--- config.mk ---
export PLATFORM = sky130hd
export DESIGN_NAME = hash_stream_ctrl
export DESIGN_NICKNAME = d
export VERILOG_FILES = /design/src/rtl/hash_stream_ctrl.sv
export SDC_FILE = /design/constraint.sdc
export NUM_CORES = 1
export LEC_CHECK = 0
export ABC_AREA = 1
export CORE_AREA = 2 2 160 162
export CTS_BUF_LIST = sky130_fd_sc_hd__clkbuf_16
export DETAILED_ROUTE_END_ITERATION = 6
export DIE_AREA = 0 0 162 164
export DONT_BUFFER_PORTS = 1
export REMOVE_ABC_BUFFERS = 1
export SLEW_MARGIN = 5
export SYNTH_ARGS = -nofsm -noshare
export SYNTH_HDL_FRONTEND = slang
export SYNTH_SLANG_ARGS = --single-unit
--- constraint.sdc ---
create_clock -name clk -period 2 [get_ports clk]
set_input_delay 0.4 -clock clk [delete_from_list [all_inputs] [get_ports clk]]
set_output_delay 0.4 -clock clk [all_outputs]
set_load 0.05 [all_outputs]
--- src/rtl/hash_stream_ctrl.sv ---
// ---------------------------------------------------------------------------
// hash_stream_ctrl
//
// Purpose:
//   Streams a multi-chunk message through an external combinational 128-bit
//   Murmur hasher. The hasher takes one 128-bit chunk per clock. The hash of
//   each chunk becomes the seed for the next chunk. The controller counts the
//   chunks and presents one 32-bit digest per message on a valid/ready output.
//
// Optional feature (macro HASH_STREAM_FMIX_EN):
//   Defined   : adds a one-cycle MIX state. MIX applies the Murmur3 32-bit
//               finalization mix to the chained hash. The message length in
//               bytes is folded in first.
//   Undefined : the last chunk goes straight to DONE. The digest is the raw
//               chained hash.
//
// Parameters:
//   CNT_W     - width of the chunk counter and of out_len (4..28).
//
// Ports:
//   clk, rst_n          - clock (rising edge), synchronous active-low reset.
//   cfg_seed[31:0]      - initial seed, sampled on the first chunk only.
//   in_valid/in_ready   - chunk handshake.
//   in_chunk[127:0]     - chunk data.
//   in_last             - marks the final chunk of the message.
//   hs_seed, hs_chunk   - drive to the external hasher.
//   hs_hash             - combinational result from the external hasher.
//   out_valid/out_ready - digest handshake.
//   out_hash, out_len,
//   out_ovf             - digest, chunk count, count-saturated flag.
//   busy                - high whenever the controller is not IDLE.
// ---------------------------------------------------------------------------
module hash_stream_ctrl #(
  parameter int CNT_W = 16
) (
  input  logic             clk,
  input  logic             rst_n,
  input  logic [31:0]      cfg_seed,
  input  logic             in_valid,
  output logic             in_ready,
  input  logic [127:0]     in_chunk,
  input  logic             in_last,
  output logic [31:0]      hs_seed,
  output logic [127:0]     hs_chunk,
  input  logic [31:0]      hs_hash,
  output logic             out_valid,
  input  logic             out_ready,
  output logic [31:0]      out_hash,
  output logic [CNT_W-1:0] out_len,
  output logic             out_ovf,
  output logic             busy
);

`ifdef HASH_STREAM_FMIX_EN
  typedef enum logic [1:0] {S_IDLE, S_ABSORB, S_MIX, S_DONE} state_t;
  localparam state_t S_LAST = S_MIX;

  function automatic logic [31:0] fmix(input logic [31:0] h_in,
                                       input logic [31:0] len_bytes);
    logic [31:0] h;
    h = h_in ^ len_bytes;
    h = h ^ (h >> 16);
    h = h * 32'h85EB_CA6B;
    h = h ^ (h >> 13);
    h = h * 32'hC2B2_AE35;
    h = h ^ (h >> 16);
    return h;
  endfunction
`else
  typedef enum logic [1:0] {S_IDLE, S_ABSORB, S_DONE} state_t;
  localparam state_t S_LAST = S_DONE;
`endif

  state_t            state, state_nxt;
  logic [31:0]       acc, acc_nxt;
  logic [CNT_W-1:0]  cnt, cnt_nxt;
  logic              ovf, ovf_nxt;
  logic              in_fire;

  // The hasher path is purely combinational. The seed comes from the config
  // port while IDLE, because that is the first chunk of a message. After
  // that, the seed is the running chain value.
  assign hs_chunk = in_chunk;
  assign hs_seed  = (state == S_IDLE) ? cfg_seed : acc;

  // The outputs are taken straight from the state registers. The registers
  // do not change in DONE, so the outputs hold stable under back-pressure.
  // Their reset value is zero.
  assign out_hash = acc;
  assign out_len  = cnt;
  assign out_ovf  = ovf;
  assign busy     = (state != S_IDLE);

  assign in_fire  = in_valid & in_ready;

  // NOTE: every signal written here gets a default first. Otherwise a path
  // that skips the assignment would infer a latch.
  always_comb begin
    state_nxt = state;
    acc_nxt   = acc;
    cnt_nxt   = cnt;
    ovf_nxt   = ovf;
    in_ready  = 1'b0;
    out_valid = 1'b0;

    unique case (state)
      S_IDLE: begin
        in_ready = 1'b1;
        if (in_fire) begin
          acc_nxt   = hs_hash;
          cnt_nxt   = CNT_W'(1);
          ovf_nxt   = 1'b0;
          state_nxt = in_last ? S_LAST : S_ABSORB;
        end
      end

      S_ABSORB: begin
        in_ready = 1'b1;
        if (in_fire) begin
          acc_nxt = hs_hash;
          // The counter saturates rather than wraps. An increment attempted
          // at all-ones flags the overflow for the rest of the message.
          if (&cnt) ovf_nxt = 1'b1;
          else      cnt_nxt = cnt + CNT_W'(1);
          if (in_last) state_nxt = S_LAST;
        end
      end

`ifdef HASH_STREAM_FMIX_EN
      S_MIX: begin
        acc_nxt   = fmix(acc, 32'({cnt, 4'b0000}));
        state_nxt = S_DONE;
      end
`endif

      S_DONE: begin
        out_valid = 1'b1;
        if (out_ready) state_nxt = S_IDLE;
      end

      default: state_nxt = S_IDLE;
    endcase
  end

  // NOTE: sequential state uses non-blocking assignments only. The reset is
  // synchronous, so it is sampled inside the clocked block and overrides any
  // handshake in the same cycle.
  always_ff @(posedge clk) begin
    if (!rst_n) begin
      state <= S_IDLE;
      acc   <= '0;
      cnt   <= '0;
      ovf   <= 1'b0;
    end else begin
      state <= state_nxt;
      acc   <= acc_nxt;
      cnt   <= cnt_nxt;
      ovf   <= ovf_nxt;
    end
  end

endmodule
==> metrics.txt, run 1 <==
total global-route track usage 23.1%; Async SR Flop Fraction 0%; Post-synth EDFFs 0; row cnt 58; HPWL Detailed approximately 29000 um; register bit total from synthesis between 50 and 60; CTS tree done; Synth Instances just under 600; Yosys top cell area share between 20% and 30%; Sum Neg Setup Slack 0 ns; Clk Latency, worst-skew pair 0.30 ns; DRC viols 0; Ant. Diodes 0; Slew @ Worst Pin between 0.7 and 0.8 ns; die area roughly 27000 um2; Critical Path End Type primary output; power per cell area around 1200 nW/um2; synth cell count leaders 167 x nand2_1, 129 x buf_4, 86 x nor2_1; clk buf depth 2; vias in the first global route between 3000 and 4000; clk root buf clkbuf_16; max-slew violations 0; Peak Freq approximately 530 MHz; syn_area_per_cell about 6.4 um2; LEAKAGE around 0.0019 uW; Crit path arrival time approximately 1.5 ns; vias per cell ~4.1; Setup Skew about 0.0058 ns; CORE AREA between 20000 and 25000 um2; Cell Area, Synth between 3000 and 4000 um2; chip width approximately 160 um; clock transition at the registers of the reported paths 0.08 ns; total CTS buffers 5; ranking of synthesized cells by area dfxtp_1 27%, buf_4 26%, nand2_1 17%; postcts setup bufs 0; Synthesis Warnings 0; CP startpoint kind register; worst-path maximum fanout 26; Min Clock Period, post-route about 1.9 ns; Final Hold Fails 0; routed len/inst approximately 36 um; router iterations before antenna repair 4; Hold-fix buffers, CTS 0; number of H-tree levels 2; GP Congestion 0.948; worst vdd ir 546 uV; drt total wl 31700 um; first-pass GRT wire length 38100 um; fin crit share between 90% and 100%; Max-slew headroom a little under half; Critical Path RT about 1.6 ns; Worst Hold Slack ~0.23 ns; initial antenna violation count 0; Final nets approximately 740; Max Cap Viol 0; status finished clean; total gr overflow 0; RSZ-0062 raised after global routing false; Seq/Total Area, Yosys between 20% and 30%; Layout area overhead 5.74%; Die Y approximately 160 um; layout cells sized above 1 between 20% and 30%; dominant synthesized flop cell dfxtp_1; initial drt markers approximately 200; DR vias 3536; largest net degree at the start of global routing 46; top-count cell post-synth nand2_1; R2R setup slack around 0.33 ns; clock sinks 51; Synth area leader dfxtp_1; Finish-stage setup viols 0; Antenna Violating Nets Remaining 0; post-CTS resize count 0; I/O Pins approximately 400; Crit Path Class reg -> out; Distinct cells, synth 27; starting density of the core between 10% and 20%; Hold Crit Class in -> reg; IO buf count 0
[logic make-up (layout without fill, tap and decap cells)]
logic type / after synthesis / count (layout) / share of synthesized area (%)
compound gates: 55 / 55 / 7.43
fa+ha+maj: 1 / 1 / 0.332
buf+inv: 189 / 141 / 32.8
flops: 51 / 51 / 27.1
simple gates: 292 / 292 / 32.3
[state kept, by name, summed over array words and instances, names as in the netlist]
| signal | cells |
|---|---|
| state | 2 |
| out_len | 16 |
| out_ovf | 1 |
| out_hash | 32 |
[power breakdown]
group	internal, uW	leakage, uW	total, uW	switching, uW
Clock	470	0.0000664	914	444
Sequential	1140	0.000421	1200	64.5
Combinational	696	0.00137	2590	1890
[final timing paths]
kind	start	end	depth (start not counted)
worst max-delay path	state[0]	hs_seed[16]	6
worst min-delay path	rst_n	out_hash[8]	2
worst max register to register	state[1]	out_hash[4]	6
worst min register to register	out_len[4]	out_len[4]	2
[layout by cell type (no fill, tap or decap), types with 2 or more instances in the layout]
| master | instances |
|---|---|
| a21oi_1 | 10 |
| nor2_2 | 6 |
| nor2_1 | 86 |
| nand4_1 | 2 |
| nor2_4 | 6 |
| buf_4 | 90 |
| dfxtp_1 | 50 |
| nand3_1 | 18 |
| clkbuf_16 | 5 |
| inv_2 | 2 |
| o21ai_0 | 43 |
| nor3_1 | 2 |
| inv_1 | 38 |
| buf_12 | 3 |
| clkinvlp_4 | 2 |
| nand2_1 | 167 |
[routing by layer]
metal | wire length [um] | global-route usage [%]
met5 | 171 | 4.73
met4 | 345 | 3.02
met3 | 10500 | 35.8
met2 | 14400 | 38.0
met1 | 6220 | 12.7
[per-stage QoR]
stage | utilization, % | setup slack (ns) | total power (uW) | instances | cell area, um2
after floorplan | - | -1.06 | 2930 | 439 | 2680
after global placement | 15.5 | 0.291 | 3790 | 862 | 3840
after detailed placement | 15.5 | 0.253 | 3820 | 862 | 3840
after CTS | 16.1 | 0.0330 | 4750 | 870 | 3990
after global routing | 16.1 | 0.00701 | 4950 | 870 | 3990
final | 16.1 | 0.108 | 4700 | 870 | 3990
[critical path, stage by stage, from the launching register on]
cell and delay, ns:
dfxtp_2 0.40, nor2_4 0.05, inv_2 0.18, buf_12 0.20
nand2_1 0.06, nand2_1 0.08, buf_4 0.20
[cell type report]
class / count / area, um2
repair buffers: 93 / 736
clock inverters: 3 / 23.8
fillers: 2877 / 20800
flip-flops and latches: 51 / 1020
clock buffers: 5 / 125
well taps: 330 / 413
inverters: 40 / 150
multi-input cells: 348 / 1520
No activity file was read; power rests on OpenSTA's default activity.
==> inputs of run 2 (changes only) <==
==> constraint.sdc (replaced) <==
create_clock -name clk -period 1.86 [get_ports clk]
set_input_delay 0.372 -clock clk [delete_from_list [all_inputs] [get_ports clk]]
set_output_delay 0.372 -clock clk [all_outputs]
set_load 0.05 [all_outputs]
==> run 2 against run 1 <==
- global-route usage about the same
- clock power increased by 11%
- first-iteration DRC count rose by 11%
- total power increased by 12%
- core utilization increased by 0.58 points
- combinational power grew 14%
- via count is 1.1% higher
- cell area grew 3.6%
- critical path depth is the same
- worst setup slack worse by 0.061 ns
- count of clock-buffer cells in the layout stayed put
- die area is the same
- largest cell class unchanged
==> metrics.txt, run 2 (synthesis gave the netlist of run 1 again) <==
initial drt markers 216; total global-route track usage a little under a quarter; DRC viols 0; Setup Skew around 0.0075 ns; Hold-fix buffers, CTS 0; Critical Path End Type primary output; layout cells sized above 1 roughly a quarter; largest net degree at the start of global routing 46; HPWL Detailed between 20000 and 30000 um; first-pass GRT wire length between 30000 and 40000 um; worst vdd ir between 500 and 600 uV; Clk Latency, worst-skew pair about 0.31 ns; Worst Hold Slack around 0.20 ns; total CTS buffers 5; Slew @ Worst Pin between 0.7 and 0.8 ns; Antenna Violating Nets Remaining 0; Layout fillers about 2900; Final Hold Fails 0; Max Cap Viol 0; commonest non-fill, non-tap cell in the layout nand2_1; Crit Path Class reg -> out; Final Util roughly 17%; die area ~27000 um2; dpl cells around 860; initial antenna violation count 0; clock sinks slightly above 50; max FFs per register 32; Max-slew headroom roughly half; CP startpoint kind register; number of H-tree levels 2; Peak Freq between 500 and 600 MHz; routed len/inst between 30 and 40 um; Crit path arrival time between 1 and 1.5 ns; IO buf count 0; starting density of the core 15.2%; Critical Path RT ~1.5 ns; worst-path maximum fanout 18; Layout area overhead 9.59%; CORE AREA between 20000 and 25000 um2; max-slew violations 0; row cnt between 50 and 60; clock transition at the registers of the reported paths roughly 0.08 ns; I/O Pins 409; fin crit share 97.4%; power per cell area between 1000 and 1500 nW/um2; Hold Crit Class in -> reg; chip width between 150 and 200 um; clk buf depth 2; RSZ-0062 raised after global routing true; pre-CTS setup slack between 0.15 and 0.2 ns; clk root buf clkbuf_16; router iterations before antenna repair 4; Min Clock Period, post-route between 1.5 and 2 ns; vias in the first global route between 3000 and 4000; CTS tree done; Non-Filler Instances between 800 and 900; drt total wl about 32000 um; total gr overflow 0; Finish-stage setup viols 0; setup ws final ~0.048 ns; Die Y approximately 160 um; DR vias about 3600; GP Congestion approximately 0.95; Final nets ~740; most frequent cells in the layout 165 x nand2_1, 86 x nor2_1, 70 x buf_4, 49 x dfxtp_1, 43 x o21ai_0; status finished clean; vias per cell 4.09; LEAKAGE 0.00192 uW
## run 2: worst paths after layout
| path | depth (start not counted) | start | slack [ns] | endpoint |
|---|---|---|---|---|
| max reg2reg | 6 | state[1] | 0.22 | out_hash[4] |
| min reg2reg | 2 | out_len[3] | 0.53 | out_len[3] |
| min | 2 | rst_n | 0.20 | out_hash[16] |
| max | 6 | state[0] | 0.05 | hs_seed[26] |
## run 2: per-stage QoR
| stage | power [uW] | TNS (ns) | cell area [um2] |
|---|---|---|---|
| floorplan | 3150 | -39.05 | 2680 |
| global placement | 4100 | 0 | 3850 |
| detailed placement | 4120 | 0 | 3850 |
| CTS | 5170 | -0.00548 | 4010 |
| global route | 5540 | -0.0867 | 4130 |
| finish | 5270 | 0 | 4130 |
## run 2: metal layers
metal / vias to the layer above / part of all wire (%) / global-route usage (%)
met3: 17 / 33 / 35.7
li1: 1581 / - / -
met1: 1503 / 20 / 12.9
met5: - / 0.24 / 1.89
met2: 473 / 46 / 38.1
met4: 2 / 1.2 / 2.86
## run 2: critical path, stage by stage (launching register included)
cell and delay (ns):
dfxtp_2 0.34, nor2_4 0.19, clkinv_4 0.13, buf_12 0.17, nand2_1 0.06, nand2_1 0.08
buf_12 0.16
## run 2: power breakdown
| part | internal, uW | total (uW) | switching (uW) |
|---|---|---|---|
| sequential | 1230 | 1320 | 90.7 |
| clock | 515 | 1010 | 492 |
| combinational | 878 | 2950 | 2070 |
## run 2: what timing repair did
action / CTS / global route
pin swaps: 0 / 1
setup endpoints to repair: 29 / 27
gates resized for setup: 3 / 30
setup buffers: 0 / 2
gates cloned: 0 / 0
## run 2: final cells by class
cell class                 count  area, um2  area share, %
multi-input combinational    348       1520           36.8
timing repair buffer          97        860           20.8
sequential                    51       1030           24.8
clock inverter                 3       28.8          0.697
inverter                      40        155           3.76
tap                          330        413           9.99
clock buffer                   5        125           3.03
antenna                        1       2.50         0.0606
